==> src/rtl/seg_display_mux_if.sv <==
// Digit/control inputs and display pins of the stopwatch seven-segment stage.
interface seg_display_mux_if;
    logic [2:0] m10;
    logic [3:0] m1;
    logic [2:0] s10;
    logic [3:0] s1;
    logic       adj;
    logic       sel;
    logic [6:0] seg;
    logic [3:0] an;
    logic       dp;

    modport master (
        output m10, m1, s10, s1, adj, sel,
        input  seg, an, dp
    );

    modport slave (
        input  m10, m1, s10, s1, adj, sel,
        output seg, an, dp
    );
endinterface

==> src/rtl/seg_display_mux.sv <==
// Time-multiplexed 4-digit common-anode display driver with per-frame input
// snapshots and blinking of the digit pair under adjustment.
module seg_display_mux #(
    parameter int unsigned SCAN_DIV  = 100000,
    parameter int unsigned BLINK_DIV = 25000000
) (
    input  logic                clk,
    input  logic                rst,
    seg_display_mux_if.slave    bus
);
    localparam int unsigned SW = $clog2(SCAN_DIV);
    localparam int unsigned BW = $clog2(BLINK_DIV);
    localparam logic [6:0]  DASH = 7'b0111111;

    typedef enum logic [1:0] {
        DIG_S1  = 2'd0,
        DIG_S10 = 2'd1,
        DIG_M1  = 2'd2,
        DIG_M10 = 2'd3
    } digit_t;

    logic [SW-1:0] scan_cnt;
    digit_t        digit;
    logic [2:0]    snap_m10;
    logic [3:0]    snap_m1;
    logic [2:0]    snap_s10;
    logic [3:0]    snap_s1;
    logic          primed;
    logic [BW-1:0] blink_cnt;
    logic          blink_phase;
    logic          adj_q;
    logic          sel_q;

    logic          scan_last;
    logic          blink_last;
    logic          frame_start;
    logic          blank;
    logic [3:0]    cur_val;
    logic          cur_bad;

    function automatic logic [6:0] decode(input logic [3:0] v);
        logic [6:0] p;
        case (v)
            4'd0:    p = 7'b1000000;
            4'd1:    p = 7'b1111001;
            4'd2:    p = 7'b0100100;
            4'd3:    p = 7'b0110000;
            4'd4:    p = 7'b0011001;
            4'd5:    p = 7'b0010010;
            4'd6:    p = 7'b0000010;
            4'd7:    p = 7'b1111000;
            4'd8:    p = 7'b0000000;
            4'd9:    p = 7'b0010000;
            default: p = DASH;
        endcase
        return p;
    endfunction

    assign scan_last   = (scan_cnt == SW'(SCAN_DIV - 1));
    assign blink_last  = (blink_cnt == BW'(BLINK_DIV - 1));
    assign frame_start = (digit == DIG_S1) && (scan_cnt == '0);

    always_comb begin
        cur_val = '0;
        cur_bad = 1'b0;
        case (digit)
            DIG_S1:  cur_val = snap_s1;
            DIG_S10: begin cur_val = {1'b0, snap_s10}; cur_bad = (snap_s10 > 3'd5); end
            DIG_M1:  cur_val = snap_m1;
            DIG_M10: begin cur_val = {1'b0, snap_m10}; cur_bad = (snap_m10 > 3'd5); end
            default: cur_val = '0;
        endcase
    end

    // sel_q picks the pair: 1 -> seconds (digits 0/1), 0 -> minutes (digits 2/3)
    assign blank = adj_q && blink_phase && (sel_q ? !digit[1] : digit[1]);

    always_ff @(posedge clk or posedge rst) begin
        if (rst) begin
            scan_cnt    <= '0;
            digit       <= DIG_S1;
            snap_m10    <= '0;
            snap_m1     <= '0;
            snap_s10    <= '0;
            snap_s1     <= '0;
            primed      <= 1'b0;
            blink_cnt   <= '0;
            blink_phase <= 1'b0;
            adj_q       <= 1'b0;
            sel_q       <= 1'b0;
        end else begin
            primed <= 1'b1;
            adj_q  <= bus.adj;
            sel_q  <= bus.sel;

            if (scan_last) begin
                scan_cnt <= '0;
                digit    <= digit_t'(digit + 2'd1);
            end else begin
                scan_cnt <= scan_cnt + SW'(1);
            end

            // The reset state is itself a frame start, so this also covers the first edge
            if (frame_start || !primed) begin
                snap_m10 <= bus.m10;
                snap_m1  <= bus.m1;
                snap_s10 <= bus.s10;
                snap_s1  <= bus.s1;
            end

            if (adj_q) begin
                if (blink_last) begin
                    blink_cnt   <= '0;
                    blink_phase <= ~blink_phase;
                end else begin
                    blink_cnt <= blink_cnt + BW'(1);
                end
            end else begin
                blink_cnt   <= '0;
                blink_phase <= 1'b0;
            end
        end
    end

    always_ff @(posedge clk or posedge rst) begin
        if (rst) begin
            bus.an  <= '1;
            bus.seg <= '1;
            bus.dp  <= 1'b1;
        end else if (!primed || blank) begin
            bus.an  <= '1;
            bus.seg <= '1;
            bus.dp  <= 1'b1;
        end else begin
            bus.an  <= ~(4'(1) << digit);
            bus.seg <= cur_bad ? DASH : decode(cur_val);
            bus.dp  <= (digit != DIG_M1);
        end
    end
endmodule

==> src/flat_wrapper.sv <==
// flat-port wrapper written by rule: the top's interface ports become plain ports
module seg_display_mux_flat 
#(
    parameter int unsigned SCAN_DIV  = 100000,
    parameter int unsigned BLINK_DIV = 25000000
)
  (clk, rst, bus_m10, bus_m1, bus_s10, bus_s1, bus_adj, bus_sel, bus_seg, bus_an, bus_dp);
  seg_display_mux_if bus_i ();
  input  logic clk;
  input  logic rst;
  input wire logic [$bits(bus_i.m10)-1:0] bus_m10;
  input wire logic [$bits(bus_i.m1)-1:0] bus_m1;
  input wire logic [$bits(bus_i.s10)-1:0] bus_s10;
  input wire logic [$bits(bus_i.s1)-1:0] bus_s1;
  input wire logic [$bits(bus_i.adj)-1:0] bus_adj;
  input wire logic [$bits(bus_i.sel)-1:0] bus_sel;
  output wire logic [$bits(bus_i.seg)-1:0] bus_seg;
  output wire logic [$bits(bus_i.an)-1:0] bus_an;
  output wire logic [$bits(bus_i.dp)-1:0] bus_dp;
  assign bus_i.m10 = bus_m10;
  assign bus_i.m1 = bus_m1;
  assign bus_i.s10 = bus_s10;
  assign bus_i.s1 = bus_s1;
  assign bus_i.adj = bus_adj;
  assign bus_i.sel = bus_sel;
  assign bus_seg = bus_i.seg;
  assign bus_an = bus_i.an;
  assign bus_dp = bus_i.dp;
  seg_display_mux #(.SCAN_DIV(SCAN_DIV), .BLINK_DIV(BLINK_DIV)) u_core (.clk(clk), .rst(rst), .bus(bus_i));
endmodule
==> config.mk <==
export PLATFORM = sky130hd
export DESIGN_NAME = seg_display_mux_flat
export DESIGN_NICKNAME = d
export VERILOG_FILES = /design/src/rtl/seg_display_mux_if.sv /design/src/rtl/seg_display_mux.sv /design/src/flat_wrapper.sv
export SDC_FILE = /design/constraint.sdc
export NUM_CORES = 1
export LEC_CHECK = 0
export CORE_MARGIN = 3
export CORE_UTILIZATION = 45
export CTS_CLUSTER_SIZE = 30
export DETAILED_ROUTE_END_ITERATION = 8
export SKIP_LAST_GASP = 1
export SLEW_MARGIN = 40
export SYNTH_ARGS = -nofsm -noshare
export SYNTH_HDL_FRONTEND = slang
export SYNTH_SLANG_ARGS = --single-unit
==> constraint.sdc <==
create_clock -name clk -period 2.6 [get_ports clk]
set_input_delay 0.52 -clock clk [delete_from_list [all_inputs] [get_ports clk]]
set_output_delay 0.52 -clock clk [all_outputs]
set_load 0.01 [all_outputs]
[Yosys cells after proc, flatten, opt, wreduce, memory -nomap -nowiden]
Memory sizes are Yosys's and may differ from the RTL's.
Index checks and enable logic that the tools add are counted.
Storage, ports and cells
  register bits: 74
  bits in latches: 0
  memory bits (writable): 0
  ROM bits: 112
  output and inout bits: 12
  word-level logic and storage cells: 51
  memories kept: 1
Cells by class
  add/subtract/negate cells: 3
  $mul: 0
  div/mod/pow operators: 0
  $lt $le $gt $ge: 2
  equal/unequal tests: 7
  shifts and indexed selects: 1
  mux-type cells: 12
  bitwise operators: 2
  reduce and logical (&&, ||, !) cells: 9
Memory list
  (no name shown): words 16, bits a word 7, read ports 1, clocked after Yosys merged registers in 0, write ports 0, RTL line seg_display_mux.sv:43  | case (v)
Operators with widths (count)
  $mux 25: 2
  $add 25x1->25 const B: 1
  $eq 25x25->1 const B: 1
  $add 17x1->17 const B: 1
  $eq 17x17->1 const B: 1
  $logic_not 17->1: 1
  $mux 17: 1
  $pmux 4 s4: 1
  $mux 7: 2
  $gt 3x3->1 const B: 2
  $eq 2x2->1 const B: 2
  $mux 1: 4
  $mux 4: 1
  $ne 2x2->1 const B: 2
  $not 4->4: 1
  $shl 1x2->4 const A: 1
  $logic_and 1x1->1: 3
  $add 2x1->2 const B: 1
  $eq 2x1->1 const B: 1
  $logic_not 1->1: 2
  $logic_not 2->1: 1
  $logic_or 1x1->1: 2
  $pmux 1 s2: 1
  $not 1->1: 1

[Logic depth before layout (Yosys ltp)]
  depth in word-level cells: 5
  mapped depth: 9
  depth with buffers taken out: 9

[Least setup slack after synthesis]
Ideal clock, no wire load.
  path kind: register -> register
  from: reg u_core.scan_cnt[7]
  to: reg u_core.snap_m10[0]
  library setup time: 0.125 ns
  arrival: 1.861 ns
  required time: 2.475 ns
  path slack: 0.613 ns
  cell stages (with the launch flop): 7
  clock period less this slack: 1.987 ns
  cell sequence: dfrtp_1 > or4_1 > nor3_2 > nand4_1 > o21ai_4 > buf_12 > mux2_4
On the way
  longest elaborated chain between the ends: 3
Ends and longest elaborated chain
  from (decl): RTL line seg_display_mux.sv:22  | logic [SW-1:0] scan_cnt;
  from (signal assigned): RTL line seg_display_mux.sv:100  | scan_cnt <= scan_cnt + SW'(1);
  $logic_not 17->1: RTL line seg_display_mux.sv:61  | assign frame_start = (digit == DIG_S1) && (scan_cnt == '0);
  $logic_and 1x1->1: RTL line seg_display_mux.sv:61
  $logic_or 1x1->1: RTL line seg_display_mux.sv:104  | if (frame_start || !primed) begin
  to (signal assigned): RTL line seg_display_mux.sv:105  | snap_m10 <= bus.m10;
  to (decl): RTL line seg_display_mux.sv:24  | logic [2:0] snap_m10;
Every way passes these cells.
A chain may end at the register's enable or synchronous reset.

[Worst setup path after layout]
  from: reg u_core.scan_cnt[7]
  to: reg u_core.snap_m1[0]
On the way
  longest elaborated chain between the ends: 3
Ends and longest elaborated chain
  $logic_not 17->1: RTL line seg_display_mux.sv:61
  $logic_and 1x1->1: RTL line seg_display_mux.sv:61
  $logic_or 1x1->1: RTL line seg_display_mux.sv:104
  to (signal assigned): RTL line seg_display_mux.sv:106  | snap_m1 <= bus.m1;
  to (decl): RTL line seg_display_mux.sv:25  | logic [3:0] snap_m1;
Every way passes these cells.

==> impl_results.md <==
* Comb power frac at 8.1%
* Post-synthesis xor/xnor area fraction at 8.41%
* Post-synth EDFFs at 0
* Largest family of logic cells by synthesized area: simple AND/OR/NAND/NOR gates
* Final min period at 2270 ps
* Mean Syn Cell Area at 10.7 um2
* CTS Buffer Depth at 2
* Crit Path Max Fanout at 8
* Post-synthesis mux area share at 6.36%
* CP Launch Type: flip-flop
* Clock transition at path regs at 70 ps
* First-pass GRT wire length at 11.6 mm
* DP Area at 3940 um2
* DRC at 0
* Final ANT Viol Nets at 0
* Syn_nets at 359
* Status: completed
* Final setup violation count at 0
* Final nets at 396
* H-tree Lvls at 3
* Total grt overflow at 0
* Final setup margin at 334 ps
* Cts hold-fix bufs at 0
* Peak supply drop at 0.332 mV
* Die Footprint at 8970 um2
* Clk Latency, worst-skew pair at 340 ps
* Power Internal at 1.88 mW
* Net Sw Frac at 22.0%
* RSZ-0062 raised after global routing: false
* Post-Place Worst Slack at 331 ps
* Worst reg2reg path endpoint: u_core.snap_m1[0]
* DP HPWL at 4.71 mm
* Vias in the first global route at 2427
* Final Hold Fails at 0
* Num CTS Buffers at 9
* Root Driver: clkbuf_8
* Clk pwr share at 41.6%
* Sequential cell fraction of total power at 50.3%
* Share of cells above drive strength 1 at 14.7%
* Post-Syn Area at 3540 um2
* Synth Area in Adders at 3.53%
* Max-Slew Margin vs Limit at 61.4%
* Asr flop ratio synth at 100%
* Post-Syn Instances at 331
* Final instance area at 4170 um2
* Fmax at 441 MHz
* Commonest cells in the synthesized netlist: dfrtp_1, nor2_1, nand2_1
* Setup crit start: u_core.scan_cnt[7]
* Hold crit path type: reg2reg
* Core box area at 7450 um2
* Seq/Total Area, Yosys at 52.0%
* Drt first pass iters at 5
* Crit path to: u_core.snap_m1[0]
* Per-cell routed wire length at 13.9 um
* Post-CTS Setup Bufs at 0
* R2r startpoint: u_core.scan_cnt[7]
* Max-cap viol count at 0
* Ant diodes at 0
* Synthesis-stage register bit count at 73
* Cells on worst reg2reg path at 6
* Yosys top cell area share at 43.8%
* Largest net degree at the start of global routing at 34
* Number of cell rows at 31
* Cell variety after synth at 47
* Setup crit end kind: flip-flop
* Post-CTS Resized at 0
* CTS tree: built
* Total detailed-routing wirelength at 6.55 mm
* Worst-Margin Slew at 579 ps
* Pwr Density at 578 nW/um2
* Post-synthesis simple-gate area fraction at 19.6%
* Tot GR Track Use at 16.3%
* Clock Sink Count at 73
* IO Port Bufs at 29
* Most common cell in the netlist: dfrtp_1
* GPL Wtd Cong at 0.812
* Post-synth top area cell: dfrtp_1
* Compound-Gate Fraction of Synth Area at 6.36%
* Yosys warning total at 0
* Post-synth top flop: dfrtp_1
* P_leak at 1.81 nW
* Flop-to-flop setup slack at 330 ps
* Antenna violations before repair at 0
* DRT iter0 DRCs at 109
* Starting Density at 47.5%
* Required time of the critical path at 2820 ps
* DR vias at 2467
* Synth area leaders: dfrtp_1, dfstp_2, xnor2_1
* Vias per cell at 5.23
* Die height at 94.7 um
* Setup_tns at 0 ps
* Part of the cycle the worst path needs at 87.1%
* Net Switching at 531 uW
* Die W at 94.7 um
* Clk_skew at 8.89 ps
* Crit path DAT at 2490 ps
* Ports at 30
* Pins Over Slew Limit at 0
* Area grow syn2layout at 17.8%
* CP Class: reg2reg
## how the worst min path moves through the flow
stage                       start            endpoint  cells after the start
2_1_floorplan  u_core.scan_cnt[0]  u_core.scan_cnt[0]                      1
3_3_place_gp   u_core.scan_cnt[0]  u_core.scan_cnt[0]                      1
3_5_place_dp   u_core.scan_cnt[0]  u_core.scan_cnt[0]                      1
4_1_cts        u_core.scan_cnt[0]  u_core.scan_cnt[0]                      1
5_1_grt        u_core.scan_cnt[0]  u_core.scan_cnt[0]                      1
6_report       u_core.scan_cnt[0]  u_core.scan_cnt[0]                      1
## area by class of cell
class	instances	area (um2)
clock buffer	11	151
clock inverter	5	77.6
fill	700	3280
inverter	15	56.3
multi-input combinational	234	1570
sequential	73	1840
tap	99	124
timing repair buffer	35	348
## sequential cells by signal (all words and copies together) (netlist names)
| register | cells |
|---|---|
| u_core.blink_cnt | 25 |
| u_core.scan_cnt | 17 |
| u_core.bus.seg | 7 |
| u_core.bus.an | 4 |
| u_core.snap_m1 | 4 |
| u_core.snap_s1 | 4 |
| u_core.snap_m10 | 3 |
| u_core.snap_s10 | 3 |
| u_core.digit | 2 |
| u_core.adj_q | 1 |
| u_core.blink_phase | 1 |
| u_core.primed | 1 |
| u_core.sel_q | 1 |
## cells by family (layout without fill, tap and decap cells)
logic type | count (synthesis) | after routing
AOI/OAI and AO/OA | 34 | 34
xor gates and xnor gates | 34 | 34
DFF | 73 | 73
muxes | 17 | 17
adders and majority gates | 10 | 10
other | 1 | 1
buffers and inverters | 24 | 66
and+or+nand+nor | 138 | 138
## critical path: stages (launching register included)
cell and delay [ps]:
dfrtp_1 430, or4_1 560, nor3_2 120, nand4_1 150
o21ai_4 330, buf_4 260, mux2_4 310
## routing by layer
layer | routed length [um] | vias to the layer above | GRT usage, %
li1 | - | 1217 | -
met1 | 3180 | 1198 | 22.4
met2 | 3060 | 45 | 25.2
met3 | 213 | 7 | 3.67
met4 | 97 | 0 | 6.37
met5 | 0 | - | 0
## placed cells by master (no fill, tap or decap), drive strengths merged, types with 3 or more instances in the layout
cell	instances
a31oi	3
mux2i	3
nor2b	3
nor4	11
nor3	6
buf	6
mux2	14
and3	10
clkbuf	11
o21ai	10
dfstp	11
inv	15
ha	10
nand2	27
nand3	19
a21oi	9
dfrtp	62
nor2	38
xor2	12
xnor2	22
clkdlybuf4s50	29
nand4	10
and4	4
## stage by stage
step	std cells	hold WS, ps	utilization, %	total power [mW]
finish	472	492	56.0	2.41
global route	472	524	56.0	2.51
CTS	472	491	56.0	2.45
detailed placement	456	480	52.9	1.43
global placement	456	479	52.9	1.43
floorplan	331	455	-	1.34
## power groups by stage
stage	Combinational (mW)	Sequential [mW]	Clock [mW]
2_1_floorplan	0.113	1.23	0
6_report	0.194	1.21	1.00
4_1_cts	0.197	1.21	1.04
3_5_place_dp	0.197	1.23	0
3_3_place_gp	0.196	1.23	0
5_1_grt	0.218	1.22	1.08
Power figures use the tool's default switching activity.
